===== src/rtl/usb_rx.sv =====
// USB full-speed receiver: recovers bits from D+/D-, strips SYNC, decodes the PID and strobes out payload bytes.
// Latency: a payload byte is strobed one cycle after the byte two positions behind it completes; rx_packet follows the PID byte by one cycle.
// Backpressure: none, the bus cannot be stalled, so downstream must take every store_rx_packet_data strobe.
module usb_rx (
    input  logic       clk,
    input  logic       n_rst,
    input  logic       dplus_in,
    input  logic       dminus_in,
    output logic [2:0] rx_packet,
    output logic [7:0] rx_packet_data,
    output logic       store_rx_packet_data,
    output logic       rx_data_ready,
    output logic       rx_transfer_active,
    output logic       rx_error
);

    typedef enum logic [2:0] {IDLE, SYNC, PID, TOKEN, DATA, HSHAKE, EOP, ERR_WAIT} state_t;

    state_t      state, next_state;
    logic        dp_m, dp_s, dp_d, dm_m, dm_s;
    logic [2:0]  bit_tmr;
    logic        prev_lvl;
    logic [2:0]  ones_cnt;
    logic [2:0]  bit_cnt;
    logic [7:0]  sr;
    logic [1:0]  tok_cnt;
    logic [1:0]  hold_cnt;
    logic [7:0]  hold0, hold1;
    logic [6:0]  stored;
    logic [1:0]  se0_cnt;
    logic        se0_seen;

    logic        dp_edge, bit_smp, se0, is_j, is_k, sync_start, receiving;
    logic        nrzi_bit, stuff_bit, data_bit_vld, stuff_err, byte_done;
    logic [7:0]  byte_val;
    logic [2:0]  pid_code;
    logic        err, store_en, rdy_set;

    assign dp_edge      = dp_s ^ dp_d;
    assign bit_smp      = (bit_tmr == 3'd3) && !dp_edge;
    assign se0          = !dp_s && !dm_s;
    assign is_j         = dp_s && !dm_s;
    assign is_k         = !dp_s && dm_s;
    assign sync_start   = (state == IDLE) && dp_d && is_k;
    assign receiving    = state inside {SYNC, PID, TOKEN, DATA, HSHAKE};
    assign nrzi_bit     = (dp_s == prev_lvl);
    // Six decoded 1s in a row means the next bit is a stuff bit, never data.
    assign stuff_bit    = (ones_cnt == 3'd6);
    assign data_bit_vld = bit_smp && receiving && !se0 && !stuff_bit;
    assign stuff_err    = bit_smp && receiving && !se0 && stuff_bit && nrzi_bit;
    assign byte_done    = data_bit_vld && (bit_cnt == 3'd7);
    assign byte_val     = {nrzi_bit, sr[7:1]};

    assign rx_transfer_active = (state != IDLE) || sync_start;

    always_comb begin
        pid_code = 3'd0;
        case (byte_val)
            8'hE1:   pid_code = 3'd1;
            8'h69:   pid_code = 3'd2;
            8'hC3:   pid_code = 3'd3;
            8'h4B:   pid_code = 3'd4;
            8'hD2:   pid_code = 3'd5;
            8'h5A:   pid_code = 3'd6;
            8'h1E:   pid_code = 3'd7;
            default: pid_code = 3'd0;
        endcase
        if (byte_val[7:4] != ~byte_val[3:0])
            pid_code = 3'd0;
    end

    always_ff @(posedge clk or negedge n_rst) begin
        if (!n_rst)
            state <= IDLE;
        else
            state <= next_state;
    end

    always_comb begin
        next_state = state;
        err        = 1'b0;
        store_en   = 1'b0;
        rdy_set    = 1'b0;
        case (state)
            IDLE: begin
                if (sync_start)
                    next_state = SYNC;
            end
            SYNC: begin
                if ((bit_smp && se0) || stuff_err)
                    err = 1'b1;
                else if (byte_done) begin
                    if (byte_val != 8'h80)
                        err = 1'b1;
                    else
                        next_state = PID;
                end
            end
            PID: begin
                if ((bit_smp && se0) || stuff_err)
                    err = 1'b1;
                else if (byte_done) begin
                    case (pid_code)
                        3'd0:       err = 1'b1;
                        3'd1, 3'd2: next_state = TOKEN;
                        3'd3, 3'd4: next_state = DATA;
                        default:    next_state = HSHAKE;
                    endcase
                end
            end
            TOKEN: begin
                if (bit_smp && se0) begin
                    if (tok_cnt == 2'd2 && bit_cnt == 3'd0)
                        next_state = EOP;
                    else
                        err = 1'b1;
                end else if (stuff_err || (byte_done && tok_cnt == 2'd2))
                    err = 1'b1;
            end
            DATA: begin
                if (bit_smp && se0) begin
                    if (bit_cnt == 3'd0 && hold_cnt == 2'd2)
                        next_state = EOP;
                    else
                        err = 1'b1;
                end else if (stuff_err)
                    err = 1'b1;
                else if (byte_done && hold_cnt == 2'd2) begin
                    if (stored == 7'd64)
                        err = 1'b1;
                    else
                        store_en = 1'b1;
                end
            end
            HSHAKE: begin
                if (bit_smp) begin
                    if (se0)
                        next_state = EOP;
                    else
                        err = 1'b1;
                end
            end
            EOP: begin
                if (bit_smp && !se0) begin
                    if (is_j && se0_cnt >= 2'd2) begin
                        rdy_set    = 1'b1;
                        next_state = IDLE;
                    end else
                        err = 1'b1;
                end
            end
            ERR_WAIT: begin
                if (bit_smp && is_j && se0_seen)
                    next_state = IDLE;
            end
            default: next_state = IDLE;
        endcase
        if (err)
            next_state = ERR_WAIT;
    end

    always_ff @(posedge clk or negedge n_rst) begin
        if (!n_rst) begin
            dp_m                 <= 1'b1;
            dp_s                 <= 1'b1;
            dp_d                 <= 1'b1;
            dm_m                 <= 1'b0;
            dm_s                 <= 1'b0;
            bit_tmr              <= 3'd0;
            prev_lvl             <= 1'b1;
            ones_cnt             <= 3'd0;
            bit_cnt              <= 3'd0;
            sr                   <= 8'd0;
            tok_cnt              <= 2'd0;
            hold_cnt             <= 2'd0;
            hold0                <= 8'd0;
            hold1                <= 8'd0;
            stored               <= 7'd0;
            se0_cnt              <= 2'd1;
            se0_seen             <= 1'b0;
            rx_packet            <= 3'd0;
            rx_packet_data       <= 8'd0;
            store_rx_packet_data <= 1'b0;
            rx_data_ready        <= 1'b0;
            rx_error             <= 1'b0;
        end else begin
            dp_m    <= dplus_in;
            dp_s    <= dp_m;
            dp_d    <= dp_s;
            dm_m    <= dminus_in;
            dm_s    <= dm_m;
            bit_tmr <= dp_edge ? 3'd0 : bit_tmr + 3'd1;

            if (state == IDLE) begin
                prev_lvl <= 1'b1;
                ones_cnt <= 3'd0;
                bit_cnt  <= 3'd0;
                sr       <= 8'd0;
            end else begin
                if (bit_smp && !se0)
                    prev_lvl <= dp_s;
                if (bit_smp && receiving && !se0)
                    ones_cnt <= (stuff_bit || !nrzi_bit) ? 3'd0 : ones_cnt + 3'd1;
                if (data_bit_vld) begin
                    sr      <= byte_val;
                    bit_cnt <= bit_cnt + 3'd1;
                end
            end

            // Two-deep hold keeps the trailing CRC16 from ever being strobed.
            if (state == PID) begin
                tok_cnt  <= 2'd0;
                hold_cnt <= 2'd0;
                stored   <= 7'd0;
            end else if (byte_done) begin
                if (state == TOKEN)
                    tok_cnt <= tok_cnt + 2'd1;
                if (state == DATA) begin
                    if (hold_cnt == 2'd0) begin
                        hold0    <= byte_val;
                        hold_cnt <= 2'd1;
                    end else if (hold_cnt == 2'd1) begin
                        hold1    <= byte_val;
                        hold_cnt <= 2'd2;
                    end else begin
                        hold0 <= hold1;
                        hold1 <= byte_val;
                    end
                end
            end
            if (store_en)
                stored <= stored + 7'd1;

            if (state != EOP)
                se0_cnt <= 2'd1;
            else if (bit_smp && se0 && se0_cnt != 2'd3)
                se0_cnt <= se0_cnt + 2'd1;

            if (state != ERR_WAIT)
                se0_seen <= bit_smp && se0;
            else if (bit_smp && se0)
                se0_seen <= 1'b1;

            store_rx_packet_data <= store_en;
            if (store_en)
                rx_packet_data <= hold0;
            rx_data_ready <= rdy_set;

            if (sync_start) begin
                rx_packet <= 3'd0;
                rx_error  <= 1'b0;
            end else begin
                if (state == PID && byte_done)
                    rx_packet <= pid_code;
                if (err)
                    rx_error <= 1'b1;
            end
        end
    end

endmodule


===== config.mk =====
export PLATFORM = sky130hd
export DESIGN_NAME = usb_rx
export DESIGN_NICKNAME = d
export VERILOG_FILES = /design/src/rtl/usb_rx.sv
export SDC_FILE = /design/constraint.sdc
export NUM_CORES = 1
export LEC_CHECK = 0
export CELL_PAD_IN_SITES_DETAIL_PLACEMENT = 0
export CELL_PAD_IN_SITES_GLOBAL_PLACEMENT = 2
export CORE_UTILIZATION = 39
export CTS_CLUSTER_DIAMETER = 120
export DETAILED_ROUTE_END_ITERATION = 12
export PLACE_DENSITY_LB_ADDON = 0.2
export SYNTH_ARGS = -nofsm -noshare
export SYNTH_HDL_FRONTEND = slang
export SYNTH_SLANG_ARGS = --single-unit

===== constraint.sdc =====
create_clock -name clk -period 3.4 [get_ports clk]
set_clock_uncertainty 0.15 [all_clocks]
set_input_delay 0.85 -clock clk [delete_from_list [all_inputs] [get_ports clk]]
set_output_delay 0.85 -clock clk [all_outputs]
set_load 0.05 [all_outputs]

# --- Word level (Yosys, flattened, before mapping) ---
# Index checks and enable logic that the tools add are counted.
totals:
  regBits: 70
  latch_bits: 0
  ram_bits: 0
  rom_bits: 0
  input_bits: 4
  output_inout_bits: 15
  n_memories: 0
op_classes:
  addsub: 6
  n_mul: 0
  div_mod_pow: 0
  n_lt_le_gt_ge: 1
  n_eq_ne: 48
  shifts: 0
  n_mux: 77
  n_bitwise: 4
  n_reduce_logical: 58
ops:
  columns: ["cell", "n"]
  rows:
  - ["3-bit 2-to-1 mux", 25]
  - ["3-bit != test (second input constant)", 16]
  - ["1-bit 2-to-1 mux", 32]
  - ["8-bit 2-to-1 mux", 4]
  - ["8-bit by 7-bit equality test with 1-bit output (second input constant)", 3]
  - ["8-bit equality test (second input constant)", 3]
  - ["3-bit case mux with 8 select lines", 1]
  - ["1-bit logical AND", 23]
  - ["2-bit nonzero test", 11]
  - ["3-bit equality test (second input constant)", 7]
  - ["3-bit case mux with 7 select lines", 1]
  - ["2-bit 2-to-1 mux", 10]
  - ["16-bit AND reduction", 1]
  - ["3-bit by 2-bit equality test with 1-bit output (second input constant)", 5]
  - ["7-bit 2-to-1 mux", 2]
  - ["3-bit by 1-bit adder with 3-bit output (second input constant)", 3]
  - ["3-bit zero test", 3]
  - ["3-bit case mux with 3 select lines", 1]
  - ["8-bit by 5-bit equality test with 1-bit output (second input constant)", 1]
  - ["8-bit != test (second input constant)", 1]
  - ["4-bit AND reduction", 2]
  - ["7-bit by 1-bit adder with 7-bit output (second input constant)", 1]
  - ["7-bit equality test (second input constant)", 1]
  - ["3-bit by 1-bit equality test with 1-bit output (second input constant)", 2]
  - ["20 further kinds", 35]

# --- Depth between registers and ports, before layout ---
depth:
  ltp_word: 14
  depth_mapped: 11
  mapped_depth_nobuf: 9

# --- Least setup slack after synthesis ---
# No wires, ideal clock.
synth_path:
  kind: "flip-flop to flip-flop"
  startpoint: "register dp_d"
  endpoint: "register state[0]"
  setup_time_ns: 0.069
  arrival_ns: 2.524
  setup_slack_ns: 0.657
  path_stages_with_launch: 12
  n_path_buf: 4
  path_cell_list: "dfstp_2 -> buf_2 -> and2_1 -> o2111a_1 -> buf_4 -> and3_1 -> clkbuf_1 -> a21oi_1 -> or3_1 -> buf_2 -> or4_1 -> nand3_1"
synth_between:
  elab_chain_len: 14
  word_cells_on_any_way: 49
  classes_between: "eq/ne (16); mux (13); bitwise (1); reduce/logical (19)"
synth_lines:
  columns: ["item", "line_no", "rtl"]
  rows:
  - ["from (decl)", "20", "logic dp_m, dp_s, dp_d, dm_m, dm_s;"]
  - ["from (signal assigned)", "189", "dp_d <= dp_s;"]
  - ["1-bit bitwise XOR", "39", "assign dp_edge = dp_s ^ dp_d;"]
  - ["1-bit zero test", "40", "assign bit_smp = (bit_tmr == 3'd3) && !dp_edge;"]
  - ["1-bit logical AND", "40", null]
  - ["1-bit logical AND (2 in series)", "49, 50", null]
  - ["1-bit logical AND", "49", "assign data_bit_vld = bit_smp && receiving && !se0 && !stuff_bit;"]
  - ["1-bit logical AND", "51", "assign byte_done = data_bit_vld && (bit_cnt == 3'd7);"]
  - ["1-bit logical AND, on equally long branches", "128, 117", null]
  - ["1-bit 2-to-1 mux / 1-bit logical OR (equally long branches)", "128, 117", null]
  - ["1-bit 2-to-1 mux, on equally long branches", "126, 117", null]
  - ["1-bit 2-to-1 mux, on equally long branches", "121, 112", null]
  - ["1-bit case mux with 6 select lines", "84", "case (state)"]
  - ["3-bit by 2-bit != test with 1-bit output (no source line) / 3-bit != test (equally long branches)", null, null]
  - ["16-bit AND reduction (no source line)", null, null]
  - ["to (signal assigned)", "76", "state <= next_state;"]
  - ["to (decl)", "19", "state_t state, next_state;"]
# Parallel ways exist; a longest one is shown, timed or not.
# A chain may end at the register's enable or synchronous reset.

# --- Worst setup path after layout ---
layout_path:
  startpoint: "register state[1]"
  endpoint: "output rx_transfer_active"
layout_between:
  elab_chain_len: 4
  word_cells_on_any_way: 5
  classes_between: "reduce/logical (5)"
layout_lines:
  columns: ["item", "line_no", "rtl"]
  rows:
  - ["3-bit zero test", "44", "assign sync_start = (state == IDLE) && dp_d && is_k;"]
  - ["1-bit logical AND (2 in series)", "44", null]
  - ["1-bit logical OR (*)", "54", "assign rx_transfer_active = (state != IDLE) || sync_start;"]
  - ["to (decl)", "13", "output logic rx_transfer_active,"]
# Every way passes the cells marked *; elsewhere a longest branch is shown, timed or not.

==> results.py <==
metrics = {
    "run_status": {
        "status": "finished clean",
    },
    "power_and_ir_drop": {
        "cellInternalPower_uw": 1400,
        "ir_drop_mv": 0.204,
        "p_seq_frac": 0.439,
        "power_switching_share": 0.353,
        "p_sw_uw": 764,
        "power.share.clock": 0.309,
        "power.total_uw": 2160,
        "p_comb_frac": 0.252,
        "power_density_mw_per_mm2": 525,
        "p_leak_uw": 0.00190,
    },
    "synth": {
        "ys_warn_count": 0,
        "synth_cells": 370,
        "synth_flop_cell": "dfrtp_1",
        "synth_area_leaders": "dfrtp_1, nand3_1, mux2_2",
        "syn_area_mm2": 0.00363,
        "yosys.area.top_type_share": 0.441,
        "synth-edff-count": 0,
        "ys_ff_latch": 69,
        "seq_area_frac_synth": 0.477,
        "syn_area_per_cell_um2": 9.81,
        "synth_area_leader_cell": "dfrtp_1",
        "async_flop_share": 1.00,
        "synth_fp_nets": 386,
        "synth.distinct_cells": 56,
        "yosys-top-cells-count": "dfrtp_1, nand3_1, nor2_1",
        "post-synth-top-count-cell": "dfrtp_1",
    },
    "worst_setup_path": {
        "crit_slowest_cell": "clkdlybuf4s50_1",
        "crit_chain": "nor3_1 > nand2_1 > clkdlybuf4s50_1",
        "critPathKind": "flop to primary output",
        "setup.worst_path.end_class": "primary output",
        "crit_required_ns": 2.40,
        "slowest_delay_ns": 0.73,
        "crit_fanout": 15,
        "crit_arrival_ns": 2.29,
        "reg2reg_setup_slack_ns": 0.45,
        "crit_buf_inv": 1,
        "crit_family": "buffers and inverters",
        "crit_path_start_kind": "flop",
    },
    "timing": {
        "report.final.setup_viol": 0,
        "period_needed_ns": 3.29,
        "fmax_mhz": 304,
        "rsz0062_at_grt": "no",
        "finalCritPeriodShare": 0.966,
        "maxSlewViolCount": 0,
        "tightest_slew_ns": 0.675,
        "setup_tns_ns": 0,
        "hold_viol": 0,
        "max_slew_margin": 0.550,
    },
    "clocking": {
        "h-tree-depth": 3,
        "post_cts_buffers": 0,
        "insertion_delay_ns": 0.35,
        "clk_pin_slew_ns": 0.07,
        "cts_buffers": 9,
        "cts_tree": "built",
        "hold_buffers": 0,
        "cts_resized": 0,
        "clockBufferDepth": 2,
        "cts_num_sinks": 69,
        "cts-root-buf": "clkbuf_8",
    },
    "floorplan": {
        "start_util": 0.410,
        "dieHeight_um": 98.5,
        "rows": 34,
        "io-pin-count": 19,
        "die-area_mm2": 0.00970,
        "die-width_um": 98.5,
        "core_mm2": 0.00885,
    },
    "route": {
        "vias": 2732,
        "ant_nets": 0,
        "drt_iter0_drc": 88,
        "drtPass1Iterations": 6,
        "routed_via_density": 5.46,
        "wire_per_inst_um": 15.4,
        "wirelength_um": 7710,
        "drcViolationCount": 0,
    },
    "global_routing": {
        "grt_pass1_wl_um": 13000,
        "antenna_found_initial": 0,
        "grt_pass1_vias": 2569,
        "grt_usage": 0.172,
        "grt_overflow_total": 0,
        "grt_max_degree": 42,
    },
    "run": {
        "maxCapViolCount": 0,
    },
    "placed_design": {
        "gp_congestion": 0.849,
        "io_buffers": 18,
        "dp_hpwl_um": 5540,
    },
    "final_layout": {
        "drive_above_1_share": 0.143,
        "antenna_cells": 0,
        "n_fill_cell": 862,
        "syn_to_final_growth_pct": 13.5,
        "final_net_count": 403,
    },
    "min_path": {
        "hp-class": "flop to flop",
    },
}
-- worst reg2reg max path, cell delays in order (launching register included) --
cell and delay [ns]:
dfrtp_1 0.56, or3_1 0.62, o2111ai_1 0.21, o211a_1 0.20, o22ai_2 0.09, or3_1 0.48, or4_1 0.49, nand3_1 0.09
-- flip-flops by register name, summed over array words and instances, names as in the netlist, 2 cells and up --
register	flops
hold0	8
hold1	8
rx_packet_data	8
sr	7
stored	7
bit_cnt	3
bit_tmr	3
ones_cnt	3
rx_packet	3
state	3
hold_cnt	2
se0_cnt	2
tok_cnt	2
-- power by group through the flow --
stage	logic (µW)	clock network (µW)	registers [µW]
2_1_floorplan	420	0	927
3_5_place_dp	546	0	964
5_1_grt	603	734	957
3_3_place_gp	549	0	965
4_1_cts	547	694	949
6_report	545	669	950
-- per-layer routing --
metal,GRT usage,vias up,part of all wire
met3,0.0383,8,0.040
met1,0.239,1324,0.50
met5,0,-,0
met2,0.269,52,0.45
met4,0.0551,0,0.013
li1,-,1348,-
-- worst paths after layout --
path | start | endpoint | cells past startpoint
worst min-delay path | dp_m$_DFF_PN1_ | dp_s$_DFF_PN1_ | 0
worst max-delay path | state[1]$_DFFE_PN0P_ | rx_transfer_active | 3
worst min register to register | dp_m$_DFF_PN1_ | dp_s$_DFF_PN1_ | 0
max in group asynchronous | n_rst | prev_lvl$_DFFE_PN1P_ | 2
worst max register to register | state[1]$_DFFE_PN0P_ | state[0]$_DFFE_PN0P_ | 7
min in group asynchronous | n_rst | stored[3]$_DFFE_PN0P_ | 1
-- per-stage QoR --
step                      hold WS (ns)  cells  setup WS, ns  cell area (µm²)  utilization
final                            0.208    500         0.115             4120        0.465
after global routing             0.214    500        0.0195             4120        0.465
after CTS                        0.209    500         0.113             4120        0.465
after detailed placement         0.199    484         0.473             3920        0.443
after global placement           0.182    484         0.511             3920        0.443
after floorplan                  0.181    370         0.657             3630            -
-- placed cells by master, fill, tap and decap left out, drive strengths merged, types with 9 or more instances in the layout --
| cell | synthesis | final |
|---|---|---|
| ha | 12 | 12 |
| buf | 9 | 11 |
| clkbuf | 13 | 10 |
| inv | 22 | 24 |
| nand2 | 30 | 30 |
| a21oi | 16 | 16 |
| clkdlybuf4s50 | 0 | 17 |
| nor2 | 32 | 32 |
| o21ai | 30 | 30 |
| mux2 | 16 | 16 |
| mux2i | 9 | 9 |
| dfrtp | 64 | 64 |
| nand3 | 37 | 37 |
-- layout make-up --
class | count | area [µm²] | area share
Clock buffer | 10 | 128 | 0.0310
Clock inverter | 6 | 70.1 | 0.0170
Inverter | 22 | 82.6 | 0.0200
Multi-Input combinational cell | 257 | 1710 | 0.415
Sequential cell | 69 | 1730 | 0.421
Tap cell | 108 | 135 | 0.0328
Timing Repair Buffer | 28 | 263 | 0.0638
-- kinds of logic (layout without fill, tap and decap cells) --
logic type                 Yosys count  count (layout)  share of synthesized area
and+or+nand+nor                    135             135                      0.189
DFF                                 69              69                      0.477
xor gates and xnor gates             8               8                     0.0265
muxes                               25              25                     0.0745
adders and majority gates           12              12                     0.0414
AOI/OAI and AO/OA                   77              77                      0.139
buffers and inverters               44              66                     0.0520
No activity file was read; power rests on OpenSTA's default activity.
